==> src/rtl/lock_btn_conditioner.sv <==
// Button front-end for the digital lock: synchronizes and debounces five raw
// buttons and issues at most one registered press pulse per clock, by priority.
module lock_btn_conditioner #(
  parameter int DEBOUNCE_CYCLES = 4,
  parameter int CNT_W           = 8
) (
  input  logic enable,
  input  logic rst_btn,
  input  logic raw_mod3,
  input  logic raw_mod10,
  input  logic raw_confirm,
  input  logic raw_enter,
  input  logic raw_mode,
  output logic mod3_btn,
  output logic mod10_btn,
  output logic confirm,
  output logic enter,
  output logic mode,
  output logic busy
);

  localparam int NCH = 5;
  localparam logic [CNT_W-1:0] CNT_LAST = CNT_W'(DEBOUNCE_CYCLES - 1);

  logic [NCH-1:0] raw;
  logic [NCH-1:0] press;
  logic [NCH-1:0] grant;
  logic [NCH-1:0] pend_reg;
  logic [NCH-1:0] pend_next;
  logic [NCH-1:0] pulse_reg;
  logic           busy_reg;

  // Index 0 is the highest-priority channel.
  assign raw = {raw_mode, raw_enter, raw_confirm, raw_mod10, raw_mod3};

  genvar gi;
  generate
    for (gi = 0; gi < NCH; gi++) begin : g_ch
      logic             s1_reg;
      logic             s2_reg;
      logic             db_reg;
      logic [CNT_W-1:0] cnt_reg;

      always_ff @(posedge enable) begin
        if (rst_btn) begin
          s1_reg  <= 1'b0;
          s2_reg  <= 1'b0;
          db_reg  <= 1'b0;
          cnt_reg <= '0;
        end else begin
          s1_reg <= raw[gi];
          s2_reg <= s1_reg;
          if (s2_reg == db_reg) begin
            cnt_reg <= '0;
          end else if (cnt_reg == CNT_LAST) begin
            db_reg  <= s2_reg;
            cnt_reg <= '0;
          end else begin
            cnt_reg <= cnt_reg + CNT_W'(1);
          end
        end
      end

      // High on exactly the clock where the stable level is about to go 0->1.
      assign press[gi] = s2_reg & ~db_reg & (cnt_reg == CNT_LAST);
    end
  endgenerate

  // Isolate the lowest set pending bit; a fresh press re-arms a bit being granted.
  assign grant     = pend_reg & (-pend_reg);
  assign pend_next = (pend_reg & ~grant) | press;

  always_ff @(posedge enable) begin
    if (rst_btn) begin
      pend_reg  <= '0;
      pulse_reg <= '0;
      busy_reg  <= 1'b0;
    end else begin
      pend_reg  <= pend_next;
      pulse_reg <= grant;
      busy_reg  <= |pend_next;
    end
  end

  assign mod3_btn  = pulse_reg[0];
  assign mod10_btn = pulse_reg[1];
  assign confirm   = pulse_reg[2];
  assign enter     = pulse_reg[3];
  assign mode      = pulse_reg[4];
  assign busy      = busy_reg;

endmodule

==> config.mk <==
export PLATFORM = sky130hd
export DESIGN_NAME = lock_btn_conditioner
export DESIGN_NICKNAME = d
export VERILOG_FILES = /design/src/rtl/lock_btn_conditioner.sv
export SDC_FILE = /design/constraint.sdc
export NUM_CORES = 1
export LEC_CHECK = 0
export ABC_AREA = 1
export BUFFER_PORTS_ARGS = -buffer_cell sky130_fd_sc_hd__clkbuf_2
export CELL_PAD_IN_SITES_DETAIL_PLACEMENT = 1
export CELL_PAD_IN_SITES_GLOBAL_PLACEMENT = 2
export CORE_MARGIN = 1.5
export CORE_UTILIZATION = 36
export DETAILED_ROUTE_END_ITERATION = 12
export GPL_TIMING_DRIVEN = 1
export PLACE_DENSITY = 0.82
export SYNTH_ARGS = -nofsm -noshare
export SYNTH_HDL_FRONTEND = slang
export SYNTH_SLANG_ARGS = --single-unit
==> constraint.sdc <==
create_clock -name enable -period 1.4 [get_ports enable]
set_input_delay 0.07 -clock enable [delete_from_list [all_inputs] [get_ports enable]]
set_output_delay 0.07 -clock enable [all_outputs]
set_load 0.005 [all_outputs]
## After elaboration in Yosys (flattened, before gate mapping)

Index checks and enable logic that the tools add are counted.

| cells by class | value |
|---|---|
| add/subtract/negate cells | 6 |
| equality and inequality tests | 10 |
| bitwise operators | 24 |
| reduce and logical (&&, ||, !) cells | 11 |

Operators by type and width:

| operator | count |
|---|---|
| $add A8 B1 Y8 const B | 5 |
| $eq A8 B2 Y1 const B | 5 |
| $reduce_or A3 Y1 | 5 |
| $and A1 B1 Y1 | 10 |
| $and A5 B5 Y5 | 2 |
| $not A1 Y1 | 10 |
| $reduce_and A2 Y1 | 5 |
| $eq A1 B1 Y1 | 5 |
| $neg A5 Y5 | 1 |
| $not A5 Y5 | 1 |
| $or A5 B5 Y5 | 1 |
| $reduce_or A5 Y1 | 1 |

| storage, ports and cells | value |
|---|---|
| bits in registers | 66 |
| input bits | 7 |
| output and inout port bits | 6 |
| logic and storage cells | 74 |

## Logic depth before layout (Yosys ltp)

Gate-level depths: netlist of the first run.

| logic depth | value |
|---|---|
| depth after elaboration | 6 |
| gate-level depth with buffers | 9 |
| depth with buffers taken out | 9 |

## Worst setup path after synthesis of the first run

No wires, ideal clock.

| timing | value |
|---|---|
| path kind | register -> register |
| start point | register g_ch[1].cnt_reg[0] |
| end point | register g_ch[1].cnt_reg[3] |
| library setup time | 0.073 ns |
| data arrival time | 1.109 ns |
| data required time | 1.327 ns |
| setup slack | 0.219 ns |
| stages on the path, launching flop included | 8 |
| buffers on the path | 0 |
| clock period less this slack | 1.181 ns |
| cells stage by stage | dfxtp_1 -> ha_1 -> nand2_2 -> nor2_1 -> and2_4 -> nor2_4 -> nand2_4 -> nor3b_2 |

| between the ends | value |
|---|---|
| longest elaborated chain between the ends | 2 |
| elaborated cells on any way between the ends | 3 |
| those cells by class | 1 x add/sub; 1 x eq/ne; 1 x reduce/logical |

Ends and longest elaborated chain:

| element | line | source |
|---|---|---|
| start: declaration | 42 | `logic [CNT_W-1:0] cnt_reg;` |
| start signal: assignment | 59 | `cnt_reg <= cnt_reg + CNT_W'(1);` |
| branches (longest 2 deep; another with $add A8 B1 Y8) | - |  |

Parallel ways; which one is timed is not known.
A chain may end at the register's enable or synchronous reset.

## Worst setup path in the final report of the first run

| timing | value |
|---|---|
| start point | register g_ch[2].cnt_reg[0] |
| end point | register g_ch[2].cnt_reg[3] |

| between the ends | value |
|---|---|
| longest elaborated chain between the ends | 2 |
| elaborated cells on any way between the ends | 3 |
| those cells by class | 1 x add/sub; 1 x eq/ne; 1 x reduce/logical |

Ends and longest elaborated chain:

| element | line |
|---|---|
| start: declaration | 42 |
| start signal: assignment | 59 |
| branches (longest 2 deep; another with $add A8 B1 Y8) | - |

Parallel ways; which one is timed is not known.

==> results.toml, run 1 <==
[timing]
relSlewSlack_pct = 81.2
slew_viol_final = 0
worstMarginPinSlew_ps = 280
rsz0062_at_grt = "true"
fin_crit_ps = 1290
setup_violations = 0
holdWs_ps = 26.9
final-hold-violation-count = 0
period_share_pct = 92.2
skew_ps = 4.92
fmax_ghz = 0.775
tns_ps = 0

[worst_setup_path]
critPathLaunchType = "flip-flop"
required_ps = 1620
crit_type = "reg2reg"
endpoint_kind = "flip-flop"
r2r_end = "g_ch[2].cnt_reg[3]$_SDFF_PP0_"
r2r-start = "g_ch[2].cnt_reg[0]$_SDFF_PP0_"
arrival_ps = 1510
path_max_fanout = 8
worst-r2r-setup-slack_ps = 110
reg2reg_depth = 6

[cells_and_area]
drive_above_1_share_pct = 19.7
final_cells = 480
area_delta_synth_final_pct = 17.0
finalInstanceArea_um2 = 3190
layout.nets = 394
largest_reg_flops = 40
diodes = 0

[synthesis]
synth_ff_type = "dfxtp_1"
yosysTopAreaCellShare_pct = 48.4
synthTopCellsByArea = "dfxtp_1 48%, nor2_1 8.1%, inv_1 7.6%"
syn_area_per_cell_um2 = 7.86
synth_area_leader_cell = "dfxtp_1"
synth_common_cells = "66 x dfxtp_1, 59 x nor2_1, 55 x inv_1"
synth_nets = 364
synth_edf_count = 0
yosysMostFrequentCell = "dfxtp_1"
synth.area.mux_share_pct = 0
synth_seq_area_share_pct = 48.4
synth_compound_area_share_pct = 5.09
synthXorXnorAreaFrac_pct = 2.25
synth_cells = 347
yosys_warnings = 0
synth_fa_ha_area_share_pct = 4.59
ys_ff_latch = 66
async_flop_share_pct = 0
synth-simple-area-share_pct = 31.0
syn_area_um2 = 2730
synthDistinctLibCells = 30
synth_top_family_by_area = "simple AND/OR/NAND/NOR gates"

[clock_tree]
cts_tree = "yes"
cts.sinks = 66
clkTransAtPathRegs_ps = 70
cts-root-buf = "clkbuf_8"
clk_path_buf_depth = 2
h-tree-depth = 3
cts_buffers = 9
clock_latency_ps = 330

[floorplan]
pin_count = 13
dieArea_um2 = 8110
core_area_um2 = 7290
die_x_um = 90.1
die_y_um = 90.1
rows = 31
initial_core_util_pct = 37.4

[power_and_ir_drop]
power.leakage_nw = 1.30
powerDensity_nw_per_um2 = 1070
vdd_drop_max_mv = 0.504

[global_routing]
grt_overflow_total = 0
grt_start_max_net_pins = 11
track_usage_pct = 14.3
grt_pass1_vias = 2220
grt_pass1_wl_mm = 9.46
antenna_found_initial = 0

[placement]
gp_congestion = 0.730
dpl_cell_area_um2 = 2930
dpl.cell_count = 459
portBuffers = 12
dp_hpwl_mm = 3.68

[hold_path]
worstHoldPathType = "in2reg"
holdPathEnd = "pend_reg[4]$_SDFF_PP0_"
hold_start = "rst_btn"
holdPathStages = 2

[routing]
postRouteAntennaNets = 0
wirelength_mm = 4.99
wl_per_cell_um = 10.4
via_per_inst = 4.48
dr.pass1.iters = 4
drc_errors = 0
drt-initial-drc-count = 45
vias = 2148

[status]
status = "completed"

[job]
cap_violations = 0
where the power goes:
part / switching [mW] / internal (mW) / leakage (nW)
Clock: 0.689 / 0.721 / 0.0920
Sequential: 0.00867 / 1.90 / 0.536
Combinational: 0.0494 / 0.0374 / 0.675
logic make-up after synthesis:
| group | after synthesis |
|---|---|
| AOI/OAI and AO/OA | 27 |
| xor gates and xnor gates | 7 |
| adders and majority gates | 10 |
| buffers and inverters | 62 |
| DFF | 66 |
| and+or+nand+nor | 175 |
cell type report:
class | instances | area, µm²
Multi-Input combinational cell | 219 | 1210
Clock buffer | 12 | 155
Tap cell | 99 | 124
Inverter | 60 | 226
Timing Repair Buffer | 21 | 140
Sequential cell | 66 | 1330
Clock inverter | 3 | 15.0
Fill cell | 942 | 4100
how the worst max path moves through the flow:
stage,from,slack (ps),endpoint,depth (start not counted)
finish,g_ch[2].cnt_reg[0]$_SDFF_PP0_,110,g_ch[2].cnt_reg[3]$_SDFF_PP0_,6
global route,g_ch[4].cnt_reg[1]$_SDFF_PP0_,-0.7,g_ch[4].db_reg$_SDFFE_PP0P_,7
CTS,g_ch[2].cnt_reg[0]$_SDFF_PP0_,30,g_ch[2].db_reg$_SDFFE_PP0P_,8
detailed placement,g_ch[2].cnt_reg[0]$_SDFF_PP0_,50,g_ch[2].db_reg$_SDFFE_PP0P_,8
global placement,g_ch[2].cnt_reg[0]$_SDFF_PP0_,80,g_ch[2].db_reg$_SDFFE_PP0P_,8
floorplan,g_ch[1].cnt_reg[0]$_SDFF_PP0_,220,g_ch[1].cnt_reg[3]$_SDFF_PP0_,7
metrics by stage:
step,utilization (%),total power [mW],worst slack [ps]
detailed placement,40.1,2.02,47.9
global placement,40.1,2.02,80.4
CTS,43.1,3.46,25.8
global route,43.8,3.57,-0.701
finish,43.8,3.40,110
floorplan,-,1.99,219
placed cells by master (no fill, tap or decap), drive strengths merged:
cell type / synthesis / routed
nand4: 1 / 1
dlygate4sd3: 0 / 5
nor4: 2 / 2
dfxtp: 66 / 66
or2: 3 / 3
xor2: 7 / 7
nor3: 17 / 17
nor2: 66 / 66
o21ai: 6 / 6
nand2: 56 / 56
clkinv: 1 / 4
nor3b: 5 / 5
clkbuf: 0 / 24
ha: 10 / 10
inv: 59 / 59
nand3: 21 / 21
o211ai: 1 / 1
a21oi: 19 / 19
a31oi: 1 / 1
and2: 1 / 1
and3: 1 / 1
nand3b: 2 / 2
buf: 2 / 4
routing by layer:
layer  track usage (%)  vias to the layer above  wire (µm)
li1                  -                     1138          -
met1              17.1                      978       2460
met2              23.0                       21       2270
met3              3.89                       11        127
met4              8.47                        0        136
met5                 0                        -          0
timing repair:
action	in CTS	in global routing
gates resized for setup	0	16
hold endpoints to repair	5	0
buffers inserted	0	1
hold buffers	5	0
endpoints found under the setup margin	0	28
critical path: stages (launching register included):
cell and delay, ps:
dfxtp_2 340, ha_1 190, nand2_1 100, nor3_2 240, inv_2 70, nand2_2 160
nor3b_1 70
No activity file was read; power rests on OpenSTA's default activity.
==> run 2, diff against run 1 <==
--- a/config.mk
+++ b/config.mk
@@ -5,12 +5,11 @@
 export SDC_FILE = /design/constraint.sdc
 export NUM_CORES = 1
 export LEC_CHECK = 0
-export ABC_AREA = 1
 export BUFFER_PORTS_ARGS = -buffer_cell sky130_fd_sc_hd__clkbuf_2
 export CELL_PAD_IN_SITES_DETAIL_PLACEMENT = 1
 export CELL_PAD_IN_SITES_GLOBAL_PLACEMENT = 2
 export CORE_MARGIN = 1.5
-export CORE_UTILIZATION = 36
+export CORE_UTILIZATION = 39
 export DETAILED_ROUTE_END_ITERATION = 12
 export GPL_TIMING_DRIVEN = 1
 export PLACE_DENSITY = 0.82
==> results.toml, run 2 <==
[status]
status = "complete, but fails checks"
violations = "setup timing"

[timing]
fmax_ghz = 0.648
skew_ps = 6.78
slew_viol_final = 0
worstMarginPinSlew_ps = 294
setup_violations = 40
holdWs_ps = 40.0
period_share_pct = 110
rsz0062_at_grt = "true"
relSlewSlack_pct = 80.4
fin_crit_ps = 1540
tns_ps = -2860
final-hold-violation-count = 0
setup_slack_ps = -144

[power_and_ir_drop]
p_seq_share_pct = 56.1
powerDensity_nw_per_um2 = 948
power.leakage_nw = 1.40
netSwitchingFraction_pct = 22.5
switchingPower_mw = 0.764
power_mw = 3.39
p_int_mw = 2.63
pwr-share-comb_pct = 3.1
vdd_drop_max_mv = 0.681
clkPwrFrac_pct = 40.8

[floorplan]
pin_count = 13
die_x_um = 84.7
core_area_um2 = 6390
dieArea_um2 = 7180
rows = 29
initial_core_util_pct = 40.8
die_y_um = 84.7

[cells_and_area]
fillers = 726
diodes = 0
layout.nets = 353
drive_above_1_share_pct = 39.0
layout_common_cells = "57 x dfxtp_1, 45 x buf_4, 34 x nor2_1"
largest_reg_flops = 40
finalInstanceArea_um2 = 3580
fin_util_pct = 56.1
mostFrequentLayoutCell = "dfxtp_1"
area_delta_synth_final_pct = 37.5

[placement]
dpl_cell_area_um2 = 3220
portBuffers = 12
gp_congestion = 0.728
dp_hpwl_mm = 4.02

[synthesis]
synth_nets = 279
synthDistinctLibCells = 38
ys_ff_latch = 66
synth_cells = 262
synth_ff_type = "dfxtp_1"
synth_area_leader_cell = "dfxtp_1"
synth_common_cells = "66 x dfxtp_1, 45 x nor2_1, 20 x xor2_1"
yosysTopAreaCellShare_pct = 50.7
syn_area_um2 = 2600
syn_area_per_cell_um2 = 9.94
synthTopCellsByArea = "dfxtp_1 51%, xor2_1 6.7%, nor2_1 6.5%"
yosys_warnings = 0
async_flop_share_pct = 0
synth_seq_area_share_pct = 50.7
synth_edf_count = 0
yosysMostFrequentCell = "dfxtp_1"

[clock_tree]
cts-root-buf = "clkbuf_8"
h-tree-depth = 3
clkTransAtPathRegs_ps = 70
clock_latency_ps = 340
clk_path_buf_depth = 2
cts_buffers = 9
post_cts_buffers = 0
cts.sinks = 66
cts_tree = "yes"

[routing]
via_per_inst = 4.86
drc_errors = 0
dr.pass1.iters = 3
vias = 2032
drt-initial-drc-count = 42
postRouteAntennaNets = 0
wl_per_cell_um = 13.3
wirelength_mm = 5.57

[worst_setup_path]
worst-r2r-setup-slack_ps = -140
slowest_delay_ps = 500
arrival_ps = 1800
required_ps = 1660
path_cells = "ha_4 > or4b_4 > o31ai_4 > a221oi_2 > a41oi_2"
crit_type = "reg2reg"
endpoint_kind = "flip-flop"
critPathLaunchType = "flip-flop"
crit_slowest_cell = "or4b_4"
path_max_fanout = 3

[global_routing]
grt_pass1_vias = 2195
grt_start_max_net_pins = 17
antenna_found_initial = 0
grt_pass1_wl_mm = 9.87
grt_overflow_total = 0
grt_busiest_layer = "met2"
grt_util_met1_pct = 21.0
gr-usage-met3_pct = 6.49
use_met2_pct = 29.4
track_usage_pct = 17.6

[hold_path]
worstHoldPathType = "in2reg"

[job]
cap_violations = 0
## run 2: cell types whose count changed after synthesis, sizes merged, moves of 7 or more
cell   previous run  this run
nor2             66        53
a21oi            19         1
xor2              7        20
nor3             17         4
nor2b             0        12
or3               0         7
and3              1        11
nand2            56         2
xnor2             0        10
inv              59        10
## run 2: timing repair
| action | in CTS | in global routing |
|---|---|---|
| endpoints found under the hold margin | 5 | 0 |
| hold buffers | 5 | 0 |
| setup endpoints to repair | 41 | 49 |
| gates resized for setup | 21 | 14 |
| pin swaps | 7 | 6 |
## run 2: area by class of cell
| class | count | area (µm²) | share of cell area (%) |
|---|---|---|---|
| timing repair buffer | 69 | 527 | 14.7 |
| multi-input combinational | 180 | 1420 | 39.5 |
| clock buffer | 11 | 141 | 3.95 |
| tap | 77 | 96.3 | 2.69 |
| inverter | 10 | 37.5 | 1.05 |
| sequential | 66 | 1330 | 37.2 |
| clock inverter | 5 | 30.0 | 0.839 |
## run 2: logic make-up (layout without fill, tap and decap cells)
kind of cell / Yosys count / count (layout) / synth area share [%]
and+or+nand+nor: 126 / 126 / 26.7
DFF: 66 / 66 / 50.7
xor gates and xnor gates: 30 / 30 / 10.1
buffers and inverters: 16 / 95 / 2.69
adders and majority gates: 10 / 10 / 4.81
AOI/OAI and AO/OA: 9 / 9 / 3.03
muxes: 5 / 5 / 1.92
## run 2: path summary, 6_finish.rpt
| kind | startpoint | endpoint | depth (start not counted) |
|---|---|---|---|
| hold reg to reg | g_ch[4].s1_reg$_SDFF_PP0_ | g_ch[4].s2_reg$_SDFF_PP0_ | 1 |
| setup reg to reg | g_ch[2].cnt_reg[0]$_SDFF_PP0_ | busy$_SDFF_PP0_ | 5 |
| hold / removal | rst_btn | pulse_reg[3]$_SDFF_PP0_ | 2 |
| setup / recovery | g_ch[2].cnt_reg[0]$_SDFF_PP0_ | busy$_SDFF_PP0_ | 5 |
## run 2: power by group through the flow
| stage | sequential [mW] | combinational (mW) | clock, mW |
|---|---|---|---|
| floorplan | 1.95 | 0.0491 | 0 |
| global placement | 1.95 | 0.0819 | 0 |
| detailed placement | 1.95 | 0.0860 | 0 |
| CTS | 1.90 | 0.106 | 1.45 |
| global route | 1.90 | 0.120 | 1.53 |
| finish | 1.90 | 0.107 | 1.38 |
## run 2: worst max-delay path, delay by kind of cell, from the launching register on
kind	cells	cell delay [ps]
adder cells (fa/ha/maj)	1	130
AND/OR/NAND/NOR	1	500
flip-flops	1	350
AO/OA/AOI/OAI	3	470
## run 2: layer usage
layer,share of wire [%],routed length [µm],up-vias
met1,45,2490,973
met3,2.7,150,9
met5,0,0,-
met4,2.1,119,0
met2,51,2820,20
li1,-,-,1030
## run 2: metrics by stage
step / cells / worst slack (ps)
5_1_grt: 418 / -220
3_5_place_dp: 397 / -185
2_1_floorplan: 262 / -116
6_report: 418 / -144
4_1_cts: 418 / -152
3_3_place_gp: 397 / -129
